File: config.mk
export PLATFORM = sky130hd
export DESIGN_NAME = uart_wb_master
export DESIGN_NICKNAME = d
export VERILOG_FILES = /design/src/rtl/uart_wb_pkg.sv /design/src/rtl/uart_wb_master.sv
export SDC_FILE = /design/constraint.sdc
export NUM_CORES = 1
export LEC_CHECK = 0
export CORE_UTILIZATION = 55
export DETAILED_ROUTE_END_ITERATION = 7
export MAX_ROUTING_LAYER = met4
export PLACE_DENSITY_LB_ADDON = 0.05
export SYNTH_ARGS = -nofsm -noshare
export SYNTH_HDL_FRONTEND = slang
export SYNTH_SLANG_ARGS = --single-unit
export TNS_END_PERCENT = 20
File: constraint.sdc
create_clock -name wb_clk_i -period 10.55 [get_ports wb_clk_i]
set_clock_uncertainty 0.1 [all_clocks]
set_input_delay 1.055 -clock wb_clk_i [delete_from_list [all_inputs] [get_ports wb_clk_i]]
set_output_delay 1.055 -clock wb_clk_i [all_outputs]
set_load 0.02 [all_outputs]
File: src/rtl/uart_wb_pkg.sv
// uart_wb_pkg: shared command/status bytes and FSM encoding for the UART Wishbone master
package uart_wb_pkg;

    localparam logic [7:0] CMD_WR = 8'h57;
    localparam logic [7:0] CMD_RD = 8'h52;
    localparam logic [7:0] ST_ACK = 8'h4B;
    localparam logic [7:0] ST_ERR = 8'h45;

    typedef enum logic [2:0] {
        S_IDLE,
        S_ADDR,
        S_WDATA,
        S_STB,
        S_WAIT,
        S_RESP
    } state_t;

endpackage

File: src/rtl/uart_wb_master.sv
// uart_wb_master: turns UART command frames into single Wishbone pipelined transactions and replies
module uart_wb_master
    import uart_wb_pkg::*;
#(
    parameter int TIMEOUT = 1024
) (
    input  logic        wb_clk_i,
    input  logic        wb_rst_i,
    input  logic [7:0]  rx_byte_i,
    input  logic        rx_valid_i,
    output logic [7:0]  tx_byte_o,
    output logic        tx_valid_o,
    input  logic        tx_ready_i,
    output logic        wb_cyc_o,
    output logic        wb_stb_o,
    output logic        wb_we_o,
    output logic [31:0] wb_adr_o,
    output logic [31:0] wb_dat_o,
    output logic [3:0]  wb_sel_o,
    input  logic        wb_stall_i,
    input  logic        wb_ack_i,
    input  logic        wb_err_i,
    input  logic [31:0] wb_dat_i,
    output logic        busy_o
);

    localparam int TW = $clog2(TIMEOUT) + 1;

    state_t        state;
    logic          wr_q;
    logic [1:0]    cnt;
    logic [TW-1:0] tmo;
    logic [7:0]    st_q;
    logic [31:0]   rdat_q;
    logic [2:0]    left;
    logic          ok;
    logic          done;

    assign wb_sel_o = 4'hF;
    assign busy_o   = state != S_IDLE;
    // err overrides ack; a timeout ends the cycle as an error
    assign ok       = wb_ack_i & ~wb_err_i;
    assign done     = wb_ack_i | wb_err_i | (tmo == TW'(TIMEOUT - 1));

    // frame parsing, bus cycle control and response serialisation
    always_ff @(posedge wb_clk_i or posedge wb_rst_i) begin
        if (wb_rst_i) begin
            state      <= S_IDLE;
            wr_q       <= 1'b0;
            cnt        <= 2'd0;
            tmo        <= '0;
            st_q       <= 8'h00;
            rdat_q     <= 32'h0;
            left       <= 3'd0;
            wb_cyc_o   <= 1'b0;
            wb_stb_o   <= 1'b0;
            wb_we_o    <= 1'b0;
            wb_adr_o   <= 32'h0;
            wb_dat_o   <= 32'h0;
            tx_byte_o  <= 8'h00;
            tx_valid_o <= 1'b0;
        end else begin
            case (state)
                S_IDLE: begin
                    if (rx_valid_i && (rx_byte_i == CMD_WR || rx_byte_i == CMD_RD)) begin
                        wr_q  <= rx_byte_i == CMD_WR;
                        cnt   <= 2'd0;
                        state <= S_ADDR;
                    end
                end
                S_ADDR: begin
                    if (rx_valid_i) begin
                        wb_adr_o <= {wb_adr_o[23:0], rx_byte_i};
                        cnt      <= cnt + 2'd1;
                        if (cnt == 2'd3) begin
                            state    <= wr_q ? S_WDATA : S_STB;
                            wb_cyc_o <= !wr_q;
                            wb_stb_o <= !wr_q;
                            wb_we_o  <= 1'b0;
                            tmo      <= '0;
                        end
                    end
                end
                S_WDATA: begin
                    if (rx_valid_i) begin
                        wb_dat_o <= {wb_dat_o[23:0], rx_byte_i};
                        cnt      <= cnt + 2'd1;
                        if (cnt == 2'd3) begin
                            state    <= S_STB;
                            wb_cyc_o <= 1'b1;
                            wb_stb_o <= 1'b1;
                            wb_we_o  <= 1'b1;
                            tmo      <= '0;
                        end
                    end
                end
                S_STB, S_WAIT: begin
                    if (done) begin
                        wb_cyc_o <= 1'b0;
                        wb_stb_o <= 1'b0;
                        wb_we_o  <= 1'b0;
                        st_q     <= ok ? ST_ACK : ST_ERR;
                        rdat_q   <= (ok && !wr_q) ? wb_dat_i : 32'h0;
                        left     <= (ok && !wr_q) ? 3'd5 : 3'd1;
                        state    <= S_RESP;
                    end else begin
                        tmo <= tmo + TW'(1);
                        if (state == S_STB && !wb_stall_i) begin
                            wb_stb_o <= 1'b0;
                            state    <= S_WAIT;
                        end
                    end
                end
                S_RESP: begin
                    if (!tx_valid_o) begin
                        tx_valid_o     <= 1'b1;
                        tx_byte_o      <= st_q;
                        {st_q, rdat_q} <= {rdat_q, 8'h00};
                        left           <= left - 3'd1;
                    end else if (tx_ready_i) begin
                        tx_valid_o <= 1'b0;
                        if (left == 3'd0) state <= S_IDLE;
                    end
                end
                default: state <= S_IDLE;
            endcase
        end
    end

endmodule

==> results_dict.tcl, run 1 <==
set metrics [dict create \
    synth-edff-count 0 \
    htree_levels 4 \
    cp.arrival_ps 2170 \
    drc 0 \
    synth_top_cell_by_area "dfrtp_1" \
    rows 37 \
    finalNetCount 653 \
    r2r.worst_path.cells 5 \
    die_w_um 105 \
    path_clk_slew_ps 60 \
    grt_use_total_pct 24.7 \
    root_buffer "clkbuf_8" \
    grt_overflow 0 \
    drt-pass1-iter-count 6 \
    wire_per_inst_um 16.7 \
    initial_core_util_pct 57.0 \
    slew_headroom_pct 26.2 \
    cp_data_required_time_ps 9400 \
    cts_buffer_depth 2 \
    yosysTopAreaCellShare_pct 57.9 \
    status "finished, final reports clean" \
    drt-initial-drc-count 210 \
    ir_worst_vdd_mv 0.232 \
    most-common-layout-cells "dfrtp_1, clkdlybuf4s50_1, mux2_2" \
    drtAntennaViolNets 0 \
    syn_area_um2 5880 \
    seq_area_frac_synth_pct 57.9 \
    cts_inserted_buffers 17 \
    holdWs_ps 367 \
    rsz0062_at_grt "no" \
    min_period_ps 3330 \
    dieArea_um2 11100 \
    syn-instance-count 486 \
    cap_violations 0 \
    vias_per_cell 5.58 \
    ctsResizeCount 0 \
    min_delay_path_depth 2 \
    cts.sinks 136 \
    grt_max_degree 74 \
    tightest_slew_ps 1110 \
    slew_violations 0 \
    fmax_mhz 301 \
    routed_wl_um 12500 \
    dp_hpwl_um 8100 \
    io_pins 128 \
    antenna_cells 0 \
    end_kind "output port" \
    startpoint_type "flip-flop" \
    syn_to_final_growth_pct 32.4 \
    cts_tree "yes" \
    p_sw_share_pct 34.1 \
    switchingPower_mw 0.725 \
    post-cts-setup-buffers 0 \
    gp_congestion 0.774 \
    busiest_layer "met2" \
    combinationalPowerShare_pct 34.1 \
    die_y_um 105 \
    hold_violations 0 \
    setup_viol 0 \
    ys_ff_latch 136 \
    synth_area_leaders "dfrtp_1, mux2_2, a22oi_1" \
    clkPwrFrac_pct 27.6 \
    layout-drive-gt1-share_pct 19.5 \
    core_um2 10300 \
    critical_path_class "reg -> out" \
    p_per_area_nw_per_um2 273 \
    ys.warnings.count 0 \
    power_frac_seq_pct 38.3 \
    port_buffers 123 \
    syn_avg_cell_area_um2 12.1 \
    yosys.cell_types.count 49 \
    path_max_fanout 16 \
    placed_cells 719 \
    antenna_found_initial 0 \
    async_flop_share_pct 100 \
    synthFlopType "dfrtp_1" \
    p_leak_nw 3.41 \
    grt_pass1_vias 4101 \
    stdcell_count 750 \
    met3_usage_pct 7.11 \
    layout_commonest_cell "dfrtp_1" \
    grt_pass1_wl_um 20600 \
    hold_buffers 0 \
    intPower_mw 1.40 \
    clkLatencyLatePin_ps 510 \
    grtUsageMet2_pct 36.8 \
    via_count 4182 \
    hp-class "reg -> reg" \
    tns_ps 0 \
    period_share_pct 31.5 \
    met1_usage_pct 32.5 \
]
## worst paths after layout
kind	startpoint	to	slack (ps)
max	state[1]	busy_o	7220
min	rdat_q[31]	rdat_q[31]	370
max reg2reg	state[2]	left[2]	7590
min reg2reg	rdat_q[31]	rdat_q[31]	370
max in group asynchronous	wb_rst_i	wb_dat_o[30]	8120
min in group asynchronous	wb_rst_i	wb_adr_o[30]	890
## Yosys cell counts, types with 3 or more instances
| cell | count |
|---|---|
| a2111oi_2 | 4 |
| a211oi_1 | 6 |
| a21o_1 | 5 |
| a21oi_1 | 13 |
| a22o_1 | 8 |
| a22oi_1 | 24 |
| buf_2 | 12 |
| buf_4 | 4 |
| clkbuf_1 | 17 |
| dfrtp_1 | 136 |
| ha_1 | 4 |
| inv_1 | 12 |
| mux2_2 | 72 |
| nand2_1 | 39 |
| nand3_1 | 8 |
| nand3b_1 | 5 |
| nor2_1 | 20 |
| nor3_1 | 10 |
| nor3b_1 | 3 |
| o21ai_0 | 13 |
| o21ai_1 | 26 |
| xnor2_1 | 9 |
## cell type report
cell class / instances / area (um^2)
clock buffer: 18 / 418
clock inverter: 13 / 170
fill: 710 / 2540
inverter: 12 / 50.0
multi-input combinational: 306 / 2300
sequential: 136 / 3400
tap: 136 / 170
timing repair buffer: 129 / 1280
## cells by family after synthesis
family,share of synthesized area [%]
flip-flops,57.9
XOR/XNOR,1.49
buffers and inverters,3.51
other,0.0638
multiplexers,14.0
AND/OR/NAND/NOR,9.13
adder cells (fa/ha/maj),0.851
AO/OA/AOI/OAI,13.1
## power groups by stage
stage / Sequential, mW / Clock (mW) / Combinational (mW)
6_report: 0.815 / 0.587 / 0.724
3_3_place_gp: 0.809 / 0 / 0.707
5_1_grt: 0.840 / 0.616 / 0.781
2_1_floorplan: 0.887 / 0 / 0.362
3_5_place_dp: 0.820 / 0 / 0.722
4_1_cts: 0.815 / 0.595 / 0.729
## through the flow
step	total power, mW	util (%)	setup slack, ps	area [um^2]
after floorplan	1.25	-	5760	5890
after global placement	1.52	69.7	7210	7200
after detailed placement	1.54	69.7	7090	7200
after CTS	2.14	75.4	7210	7790
after global routing	2.24	75.4	7090	7790
final	2.13	75.4	7220	7790
## registers in the layout, indices dropped and copies added (netlist names)
register	cells
wb_dat_o	32
wb_stb_o	1
state	3
wb_cyc_o	1
wb_adr_o	32
left	3
tmo	11
rdat_q	32
wr_q	1
tx_byte_o	8
wb_we_o	1
tx_valid_o	1
cnt	2
st_q	8
## critical path: stages, from the launching register on
cell	delay [ps]
dfrtp_1	570
nor3_1	390
inv_1	120
clkdlybuf4s50_1	580
## routing by layer
layer | vias up | wire [um] | part of all wire [%]
met5 | - | 0 | 0
met4 | 0 | 194 | 1.6
met3 | 16 | 591 | 4.7
met2 | 108 | 6150 | 49
met1 | 2087 | 5570 | 45
li1 | 1971 | - | -
Note: power is estimated with default switching activity, not from simulation.
==> run 2, diff against run 1 <==
--- a/config.mk
+++ b/config.mk
@@ -5,7 +5,7 @@
 export SDC_FILE = /design/constraint.sdc
 export NUM_CORES = 1
 export LEC_CHECK = 0
-export CORE_UTILIZATION = 55
+export CORE_UTILIZATION = 46
 export DETAILED_ROUTE_END_ITERATION = 7
 export MAX_ROUTING_LAYER = met4
 export PLACE_DENSITY_LB_ADDON = 0.05
==> constraint.sdc (replaced) <==
create_clock -name wb_clk_i -period 2.8 [get_ports wb_clk_i]
set_clock_uncertainty 0.1 [all_clocks]
set_input_delay 0.28 -clock wb_clk_i [delete_from_list [all_inputs] [get_ports wb_clk_i]]
set_output_delay 0.28 -clock wb_clk_i [all_outputs]
set_load 0.02 [all_outputs]
==> run 2 against run 1 <==
Setup slack worse by 7000 ps. Clock-buffer cell count is 1 higher. Die area rose by 19%. Register-to-register slack worse by 7300 ps. Clock power grew to 3.8 times the previous value. Non-clock buffer count is 5 higher. Highest routed layer unchanged.
==> results_dict.tcl, run 2 (same netlist as run 1, synthesis figures left out) <==
set metrics [dict create \
    status "finished, final reports clean" \
    layout-drive-gt1-share_pct 20.2 \
    cp.arrival_ps 2170 \
    antenna_cells 0 \
    startpoint_type "flip-flop" \
    slew_violations 0 \
    setup_viol 0 \
    port_buffers 123 \
    drt-initial-drc-count 267 \
    cts.sinks 136 \
    wire_per_inst_um 15.7 \
    cts_inserted_buffers 17 \
    drtAntennaViolNets 0 \
    rows 40 \
    p_per_area_nw_per_um2 1020 \
    most-common-layout-cells "dfrtp_1, clkdlybuf4s50_1, mux2_2" \
    max_stage_delay_ps 600 \
    ir_worst_vdd_mv 0.667 \
    tns_ps 0 \
    dieArea_um2 13200 \
    cts_buffer_depth 2 \
    grt_max_degree 137 \
    hold_violations 0 \
    syn_to_final_growth_pct 34.2 \
    via_count 4084 \
    grt_use_total_pct 20.7 \
    routed_wl_um 12300 \
    slew_headroom_pct 43.9 \
    end_kind "output port" \
    power_mw 8.06 \
    die_y_um 115 \
    placed_cells 756 \
    min_period_ps 2550 \
    hp-class "in -> async" \
    htree_levels 4 \
    hold_buffers 0 \
    die_w_um 115 \
    grt_pass1_wl_um 20300 \
    path_clk_slew_ps 50 \
    period_share_pct 90.9 \
    top_regs "rdat_q (32), wb_adr_o (32), wb_dat_o (32)" \
    dp_hpwl_um 8070 \
    fmax_mhz 393 \
    rsz0062_at_grt "no" \
    clkLatencyLatePin_ps 410 \
    io_pins 128 \
    grt_pass1_vias 4033 \
    stdcell_count 787 \
    critical_path_class "reg -> out" \
    grt_overflow 0 \
    gp_congestion 0.786 \
    drc 0 \
    vias_per_cell 5.19 \
    initial_core_util_pct 48.2 \
    crit_slowest_cell "clkdlybuf4s50_1" \
    path_cells "nor3_1 > inv_1 > clkdlybuf4s50_1" \
    cap_violations 0 \
    drt-pass1-iter-count 4 \
    path_max_fanout 16 \
    layout_commonest_cell "dfrtp_1" \
    cp_data_required_time_ps 2420 \
    root_buffer "clkbuf_16" \
    post-cts-setup-buffers 0 \
    tightest_slew_ps 835 \
    antenna_found_initial 0 \
    finalNetCount 658 \
    core_um2 12200 \
    p_leak_nw 3.45 \
    cts_tree "yes" \
    ctsResizeCount 0 \
]
==> run 2: cell count changes in the layout (fill, tap and decap cells not counted) <==
cell | previous run | this run
buf_12 | 0 | 2
buf_4 | 6 | 9
clkbuf_16 | 16 | 17
clkinv_2 | 1 | 4
inv_6 | 5 | 1
==> run 2: per-stage QoR <==
stage	setup slack (ps)	area, um^2	util, %	hold WS [ps]
after floorplan	727	5900	-	307
after global placement	399	7300	59.8	354
after detailed placement	280	7300	59.8	365
after CTS	259	7890	64.6	348
after global routing	68.6	7890	64.6	360
final	255	7890	64.6	278
==> run 2: critical path: cells and delay by family (launching register included) <==
kind	cells	cell delay, ps
flip-flops	1	560
buffers and inverters	2	740
AND/OR/NAND/NOR	1	450
==> run 2: cell type report <==
class                      count  area [um^2]
fill                        1015         4320
sequential                   136         3400
multi-input combinational    306         2300
timing repair buffer         134         1340
clock buffer                  19          443
tap                          168          210
clock inverter                12          151
inverter                      12         48.8
==> run 2: report_power, final <==
| part | switching, mW | internal (mW) |
|---|---|---|
| Combinational | 1.42 | 1.37 |
| Clock | 0.819 | 1.42 |
| Sequential | 0.445 | 2.59 |
| Total | 2.69 | 5.38 |
==> run 2: path summary, 6_finish.rpt <==
path / startpoint / to / slack [ps] / depth (start not counted)
hold / removal: wb_rst_i / tmo[5] / 280 / 3
setup reg to reg: state[1] / st_q[6] / 340 / 6
max in group asynchronous: wb_rst_i / rdat_q[15] / 1670 / 3
setup / recovery: state[1] / busy_o / 250 / 3
min in group wb_clk_i: wb_dat_i[3] / rdat_q[3] / 360 / 2
hold reg to reg: rdat_q[31] / rdat_q[31] / 370 / 2
==> run 2: metal layers <==
layer,up-vias,wire (um),track usage (%)
li1,1979,-,-
met3,9,668,6.22
met4,0,119,6.49
met5,-,0,-
met2,91,5760,30.2
met1,2005,5790,27.9
